<file path="config.mk">
export PLATFORM = sky130hd
export DESIGN_NAME = led_pwm_driver
export DESIGN_NICKNAME = d
export VERILOG_FILES = /design/src/rtl/led_pwm_driver.sv
export SDC_FILE = /design/constraint.sdc
export NUM_CORES = 1
export LEC_CHECK = 0
export BUFFER_PORTS_ARGS = -buffer_cell sky130_fd_sc_hd__buf_2
export CAP_MARGIN = 20
export CORE_MARGIN = 8
export CORE_UTILIZATION = 50
export DETAILED_ROUTE_END_ITERATION = 10
export PLACE_DENSITY = 0.72
export SLEW_MARGIN = 5
export SYNTH_ARGS = -nofsm -noshare
export SYNTH_HDL_FRONTEND = slang
export SYNTH_SLANG_ARGS = --single-unit
</file>
<file path="constraint.sdc">
create_clock -name i_clk -period 2.5 [get_ports i_clk]
set_input_delay 0.125 -clock i_clk [delete_from_list [all_inputs] [get_ports i_clk]]
set_output_delay 0.125 -clock i_clk [all_outputs]
set_load 0.05 [all_outputs]
</file>
<file path="src/rtl/led_pwm_driver.sv">
// Multi-channel LED PWM driver: RGB and single-colour LEDs share one 255-step PWM timebase.
// Define LED_PWM_FADE_EN to ramp shadow duties toward their inputs by at most parm_fade_step per period.
module led_pwm_driver #(
    parameter int unsigned parm_color_led_count = 4,
    parameter int unsigned parm_basic_led_count = 4,
    parameter int unsigned parm_clk_div         = 16,
    parameter int unsigned parm_fade_step       = 1
) (
    input  logic                                i_clk,
    input  logic                                i_srst_n,
    input  logic [8*parm_color_led_count-1:0]   i_color_led_red_value,
    input  logic [8*parm_color_led_count-1:0]   i_color_led_green_value,
    input  logic [8*parm_color_led_count-1:0]   i_color_led_blue_value,
    input  logic [8*parm_basic_led_count-1:0]   i_basic_led_lumin_value,
    output logic [parm_color_led_count-1:0]     eo_color_leds_r,
    output logic [parm_color_led_count-1:0]     eo_color_leds_g,
    output logic [parm_color_led_count-1:0]     eo_color_leds_b,
    output logic [parm_basic_led_count-1:0]     eo_basic_leds_l,
    output logic                                o_period_start
);
    localparam int unsigned C_N     = parm_color_led_count;
    localparam int unsigned CH_N    = 3 * parm_color_led_count + parm_basic_led_count;
    localparam int unsigned PRESC_W = 16;
    localparam logic [PRESC_W-1:0] PRESC_MAX = PRESC_W'(parm_clk_div - 1);
    localparam logic [7:0]         CNT_MAX   = 8'd254;

    // Reject illegal configurations at elaboration time.
    if (parm_clk_div == 0 || parm_clk_div > 65535) begin : g_bad_clk_div
        $error("led_pwm_driver: parm_clk_div must be 1..65535");
    end
    if (parm_fade_step == 0 || parm_fade_step > 255) begin : g_bad_fade_step
        $error("led_pwm_driver: parm_fade_step must be 1..255");
    end

    logic [PRESC_W-1:0] presc_q;
    logic [7:0]         cnt_q;
    logic               step_c;
    logic               wrap_c;
    logic [8*CH_N-1:0]  duty_in_c;
    logic [8*CH_N-1:0]  shadow_q;
    logic [8*CH_N-1:0]  shadow_next_c;
    logic [CH_N-1:0]    led_q;

    assign step_c    = (presc_q == PRESC_MAX);
    assign wrap_c    = step_c && (cnt_q == CNT_MAX);
    assign duty_in_c = {i_basic_led_lumin_value, i_color_led_blue_value,
                        i_color_led_green_value, i_color_led_red_value};

    // Per-channel next shadow duty, applied only at the period wrap.
    for (genvar i = 0; i < CH_N; i++) begin : g_ch
`ifdef LED_PWM_FADE_EN
        localparam logic [7:0] FADE_STEP = 8'(parm_fade_step);
        logic [7:0] tgt_c;
        logic [7:0] cur_c;
        logic       up_c;
        logic [7:0] diff_c;
        logic [7:0] amt_c;

        assign tgt_c  = duty_in_c[8*i +: 8];
        assign cur_c  = shadow_q[8*i +: 8];
        assign up_c   = (tgt_c >= cur_c);
        assign diff_c = up_c ? (tgt_c - cur_c) : (cur_c - tgt_c);
        // amt never exceeds the distance, so no overshoot or wrap-around.
        assign amt_c  = (diff_c > FADE_STEP) ? FADE_STEP : diff_c;
        assign shadow_next_c[8*i +: 8] = up_c ? (cur_c + amt_c) : (cur_c - amt_c);
`else
        assign shadow_next_c[8*i +: 8] = duty_in_c[8*i +: 8];
`endif
    end

    always_ff @(posedge i_clk) begin
        if (!i_srst_n) begin
            presc_q        <= '0;
            cnt_q          <= '0;
            shadow_q       <= '0;
            led_q          <= '0;
            o_period_start <= 1'b0;
        end else begin
            presc_q <= step_c ? '0 : presc_q + PRESC_W'(1);
            if (step_c) begin
                cnt_q <= (cnt_q == CNT_MAX) ? 8'd0 : cnt_q + 8'd1;
            end
            if (wrap_c) begin
                shadow_q <= shadow_next_c;
            end
            o_period_start <= wrap_c;
            // Counter max is 254, so duty 0xFF is always on and 0x00 always off.
            for (int i = 0; i < CH_N; i++) begin
                led_q[i] <= (cnt_q < shadow_q[8*i +: 8]);
            end
        end
    end

    assign eo_color_leds_r = led_q[C_N-1:0];
    assign eo_color_leds_g = led_q[2*C_N-1:C_N];
    assign eo_color_leds_b = led_q[3*C_N-1:2*C_N];
    assign eo_basic_leds_l = led_q[CH_N-1:3*C_N];

endmodule

</file>
* Word level (Yosys, flattened, before mapping) *
Cells that the tools add are included.

storage, ports and cells
  bits in registers = 169
  bits in latches = 0
  bits in writable memories = 0
  ROM bits = 0
  input bits = 130
  output and inout port bits = 17
  logic and storage cells = 29
  memories = 0

operators by class
  $add $sub $neg = 2
  multiply operators = 0
  div/mod/pow operators = 0
  order comparisons = 16
  equality and inequality tests = 2
  shift operators = 0
  muxes and demuxes = 1
  bitwise gates (word level) = 1
  reductions and logical operators = 2

operators with widths
  operator               count
  $lt 8x8->1             16
  $add 16x1->16 const B  1
  $eq 16x4->1 const B    1
  $add 8x1->8 const B    1
  $eq 8x8->1 const B     1
  $mux 8                 1
  $reduce_or 2->1        1
  $logic_and 1x1->1      1
  $not 1->1              1

* Depth between registers and ports, before layout *
  word-level depth = 2
  mapped depth = 8
  gate-level depth less buffers = 6

* Worst setup path before layout *
No wires, ideal clock.

  kind = register -> register
  from = reg cnt_q[2]
  to = reg shadow_q[100]
  library setup time = 72 ps
  arrival time = 1914 ps
  required time = 2428 ps
  path slack = 514 ps
  stages on the path, launching flop included = 7
  buffers on the path = 2
  period minus slack after synthesis = 1986 ps
  cell sequence = dfxtp_1 -> and3_1 -> nand4_2 -> nor2_4 -> buf_8 -> buf_8 -> mux2i_1

between the ends
  word-level cells in the longest chain between the ends = 2

RTL lines
  element                 line  RTL
  start, declared         36    logic [7:0] cnt_q;
  start signal, assigned  81    cnt_q <= (cnt_q == CNT_MAX) ? 8'd0 : cnt_q + 8'd1;
  $eq 8x8->1              45    assign wrap_c = step_c && (cnt_q == CNT_MAX);
  $logic_and 1x1->1       45
  end signal, assigned    84    shadow_q <= shadow_next_c;
  end, declared           40    logic [8*CH_N-1:0] shadow_q;

No other way between the ends.
A chain may end at the register's enable or synchronous reset.

* Final worst setup path *
  from = reg cnt_q[3]
  to = reg shadow_q[20]

The elaborated chain is that of the path after synthesis.

==> out/summary.log <==
qor: synth.yosys.area.top_type dfxtp_1
qor: synth.largest_family_of_logic_cells_by_synthesized_area simple AND/OR/NAND/NOR gates
qor: power.net_sw_power 1.32 mW
qor: final_layout.n_diodes 0
qor: grt.gr-total-overflow 0
qor: critical_path.crit_required 2850 ps
qor: die.area_inside_the_core_boundary 18700 um2
qor: detailed_routing.detail-route-antenna-nets 0
qor: grt.grt_max_degree 98
qor: clocking.cts.path.max_buffers 2
qor: run_status.outcome finished clean
qor: synth.synth.cells.most_frequent 284 x nand2_1, 169 x dfxtp_1, 128 x mux2i_1, 117 x inv_1, 115 x ha_1
qor: power.power.total 6.07 mW
qor: synth.synth_simple_gate_area_share 19.0%
qor: clocking.clkSlewWorstSetupHoldPaths 60 ps
qor: detailed_routing.dr.first_iter.drc_count 402
qor: final_layout.fillerInstances 1460
qor: critical_path.crit_path_max_fanout 73
qor: power.leak_pwr 5.01 nW
qor: synth.synth.most_common_cell nand2_1
qor: critical_path.cpPeakStageDelay 430 ps
qor: clocking.cts.sink_count 169
qor: synth.avg_cell_area_syn 8.70 um2
qor: clocking.cts_tree built
qor: power.sequential_group_share_of_total_power 44.4%
qor: sta.setup-violations-final 0
qor: synth.synth_compound_area_share 7.42%
qor: synth.mappedNetlistNets 1338
qor: synth.post_synth_xor_area_fraction 1.29%
qor: sta.fin_setup_tns 0 ps
qor: critical_path.endpoint shadow_q[20]
qor: critical_path.crit_arrival 2430 ps
qor: critical_path.worstReg2RegStart cnt_q[3]
qor: sta.rsz0062_at_grt false
qor: synth.ys_ff_latch 169
qor: clocking.cts_max_level 4
qor: sta.slew-limit-headroom 55.2%
qor: placed_design.gp_congestion 0.756
qor: flow_run.max-cap-violations 0
qor: synth.yosysSeqAreaShare 35.6%
qor: power.share_clk_of_total_power 48.5%
qor: clocking.ctsResizeCount 0
qor: synth.syn_area 9500 um2
qor: sta.fin_worst_hold_slack 45.9 ps
qor: critical_path.r2r.worst_path.cells 5
qor: critical_path.timing.critical_path.depth 5
qor: power.power.share.switching 21.7%
qor: synth.post_synth_num_cell_types 39
qor: die.num_rows 50
qor: critical_path.timing.critical_path.from_type register
qor: final_layout.flow.area_growth_from_synthesis 30.2%
qor: critical_path.reg2reg_to shadow_q[20]
qor: critical_path.worst_setup_path_type register to register
qor: detailed_routing.dr.pass1.iters 5
qor: clocking.clk_root_buffer_cell clkbuf_16
qor: sta.finalCriticalPeriod 2080 ps
qor: detailed_routing.route.final.wire_length 24200 um
qor: sta.skew 11.4 ps
qor: grt.first_global_vias 8325
qor: critical_path.timing.critical_path.to_type register
qor: final_layout.final_cell_count_no_fill 1606
qor: placed_design.detailed_place.area 10400 um2
qor: final_layout.finalInstanceArea 12400 um2
qor: sta.fmax 480 MHz
qor: final_layout.layout-drive-gt1-share 15.4%
qor: synth.synth_top_cell_area_share 35.6%
qor: min_path.worst_min_path_class primary input to register
qor: die.die_y 154 um
qor: clocking.cts_inserted_buffers 17
qor: critical_path.crit_path_start cnt_q[3]
qor: final_layout.fin_nets 1604
qor: critical_path.timing.critical_path.cells and3_1 > nand4_2 > nor2_4 > buf_12 > mux2i_1
qor: die.io_pins 147
qor: die.fp.dieW 154 um
qor: sta.finalMaxSlewViolations 0
qor: sta.setup_ws 415 ps
qor: placed_design.dpl_hpwl 15000 um
qor: critical_path.critPathSlowestCell dfxtp_1
qor: power.power.ir.vdd_worst 0.000438 V
qor: sta.worstMarginPinSlew 672 ps
qor: die.die_area 23700 um2
qor: sta.period_share 83.4%
qor: power.power_per_cell_area 491 nW/um2
qor: grt.grt_antenna_before_repair 0
qor: detailed_routing.post_drt_wl_per_cell 15.1 um
qor: grt.grt_util_all_layers 20.8%
qor: clocking.insertion_delay 430 ps
qor: critical_path.ff2ff_setup_slack 420 ps
qor: critical_path.cp.buffers_inverters 1
qor: synth.top_ff_cell_synth dfxtp_1
qor: synth.synthArstFlopShare 0%
qor: grt.grt_first_pass_wirelength 40200 um
qor: synth.synthAdderAreaFrac 15.1%
qor: die.initial_core_util 50.8%
qor: synth.muxShareOfSynthArea 13.5%
qor: synth.synthesized_instance_count 1093
qor: sta.final-hold-violation-count 0
qor: detailed_routing.routed-via-count 8170
qor: placed_design.post-place-cells 1447
qor: power.internal_power 4.75 mW
qor: placed_design.port_bufs 146
qor: critical_path.timing.critical_path.max_delay_family simple AND/OR/NAND/NOR gates
qor: final_layout.utilization 66.2%
qor: power.power_frac_comb 7.1%
qor: detailed_routing.route.detailed.drc 0
qor: synth.synth_area_leaders dfxtp_1 36%, ha_1 15%, mux2i_1 13%
qor: min_path.worst_hold_startpoint i_color_led_green_value[7]
qor: detailed_routing.vias_per_cell 5.09
qor: placed_design.preCtsSetupSlack 464 ps
qor: synth.synth.yosys.warnings 0
qor: synth.synth_enable_flop_cells 0
## worst min path at each step
stage / to / slack (ps) / depth (start not counted)
final: shadow_q[39] / 50 / 3
after global routing: shadow_q[39] / 40 / 3
after CTS: shadow_q[39] / 20 / 3
after detailed placement: shadow_q[93] / 380 / 3
after global placement: shadow_q[93] / 370 / 3
after floorplan: shadow_q[0] / 270 / 2
## sequential cells by signal, indices dropped and copies added, names as in the netlist
register / cells
o_period_start: 1
cnt_q: 8
led_q: 16
presc_q: 16
shadow_q: 128
## power groups by stage
stage / Clock, mW / Combinational, mW / Sequential, mW
floorplan: 0 / 0.121 / 2.76
global placement: 0 / 0.266 / 2.76
detailed placement: 0 / 0.266 / 2.76
CTS: 3.00 / 0.419 / 2.70
global route: 3.11 / 0.470 / 2.70
finish: 2.94 / 0.431 / 2.70
## logic make-up after synthesis
| family | count (synthesis) |
|---|---|
| simple gates | 406 |
| compound gates | 94 |
| xor+xnor | 14 |
| mux | 128 |
| fa+ha+maj | 115 |
| flops | 169 |
| buf+inv | 167 |
## per-layer routing
| metal | track usage [%] | routed length (um) | vias up | share of wire, % |
|---|---|---|---|---|
| met2 | 35.8 | 11800 | 171 | 49 |
| met1 | 25.0 | 11000 | 3783 | 45 |
| met5 | 0 | 0 | - | 0 |
| met4 | 8.54 | 685 | 0 | 2.8 |
| li1 | - | - | 4165 | - |
| met3 | 4.06 | 812 | 51 | 3.3 |
## tightest hold or removal path: cells and delay by family
kind / cells / cell delay, ps
buffers and inverters: 1 / 90
muxes: 1 / 90
and+or+nand+nor: 1 / 110
## cell type report
| class | instances | area (um2) | area share [%] |
|---|---|---|---|
| Clock buffer | 18 | 439 | 3.55 |
| Clock inverter | 14 | 220 | 1.78 |
| Inverter | 117 | 439 | 3.55 |
| Multi-Input combinational cell | 757 | 5350 | 43.2 |
| Sequential cell | 169 | 3380 | 27.3 |
| Tap cell | 234 | 293 | 2.37 |
| Timing Repair Buffer | 297 | 2250 | 18.2 |
## layout by cell type, fill, tap and decap left out, drive strengths merged, types with 3 or more instances in the layout
cell type,count
a221oi,16
clkinv,6
inv,119
or3,16
ha,115
a211o,16
bufinv,5
xnor2,13
o21a,16
o22ai,20
or3b,4
mux2i,128
a21o,16
nand2b,35
nand4,5
buf,169
nor3,3
dfxtp,169
nor2,36
nand3,10
a21oi,6
clkbuf,19
dlygate4sd3,127
nand2,284
nor4,7
## repair_timing
action,CTS,global route
buffers inserted,0,0
hold endpoints to repair,127,0
hold buffers,127,0
(Power assumes the default switching activity.)
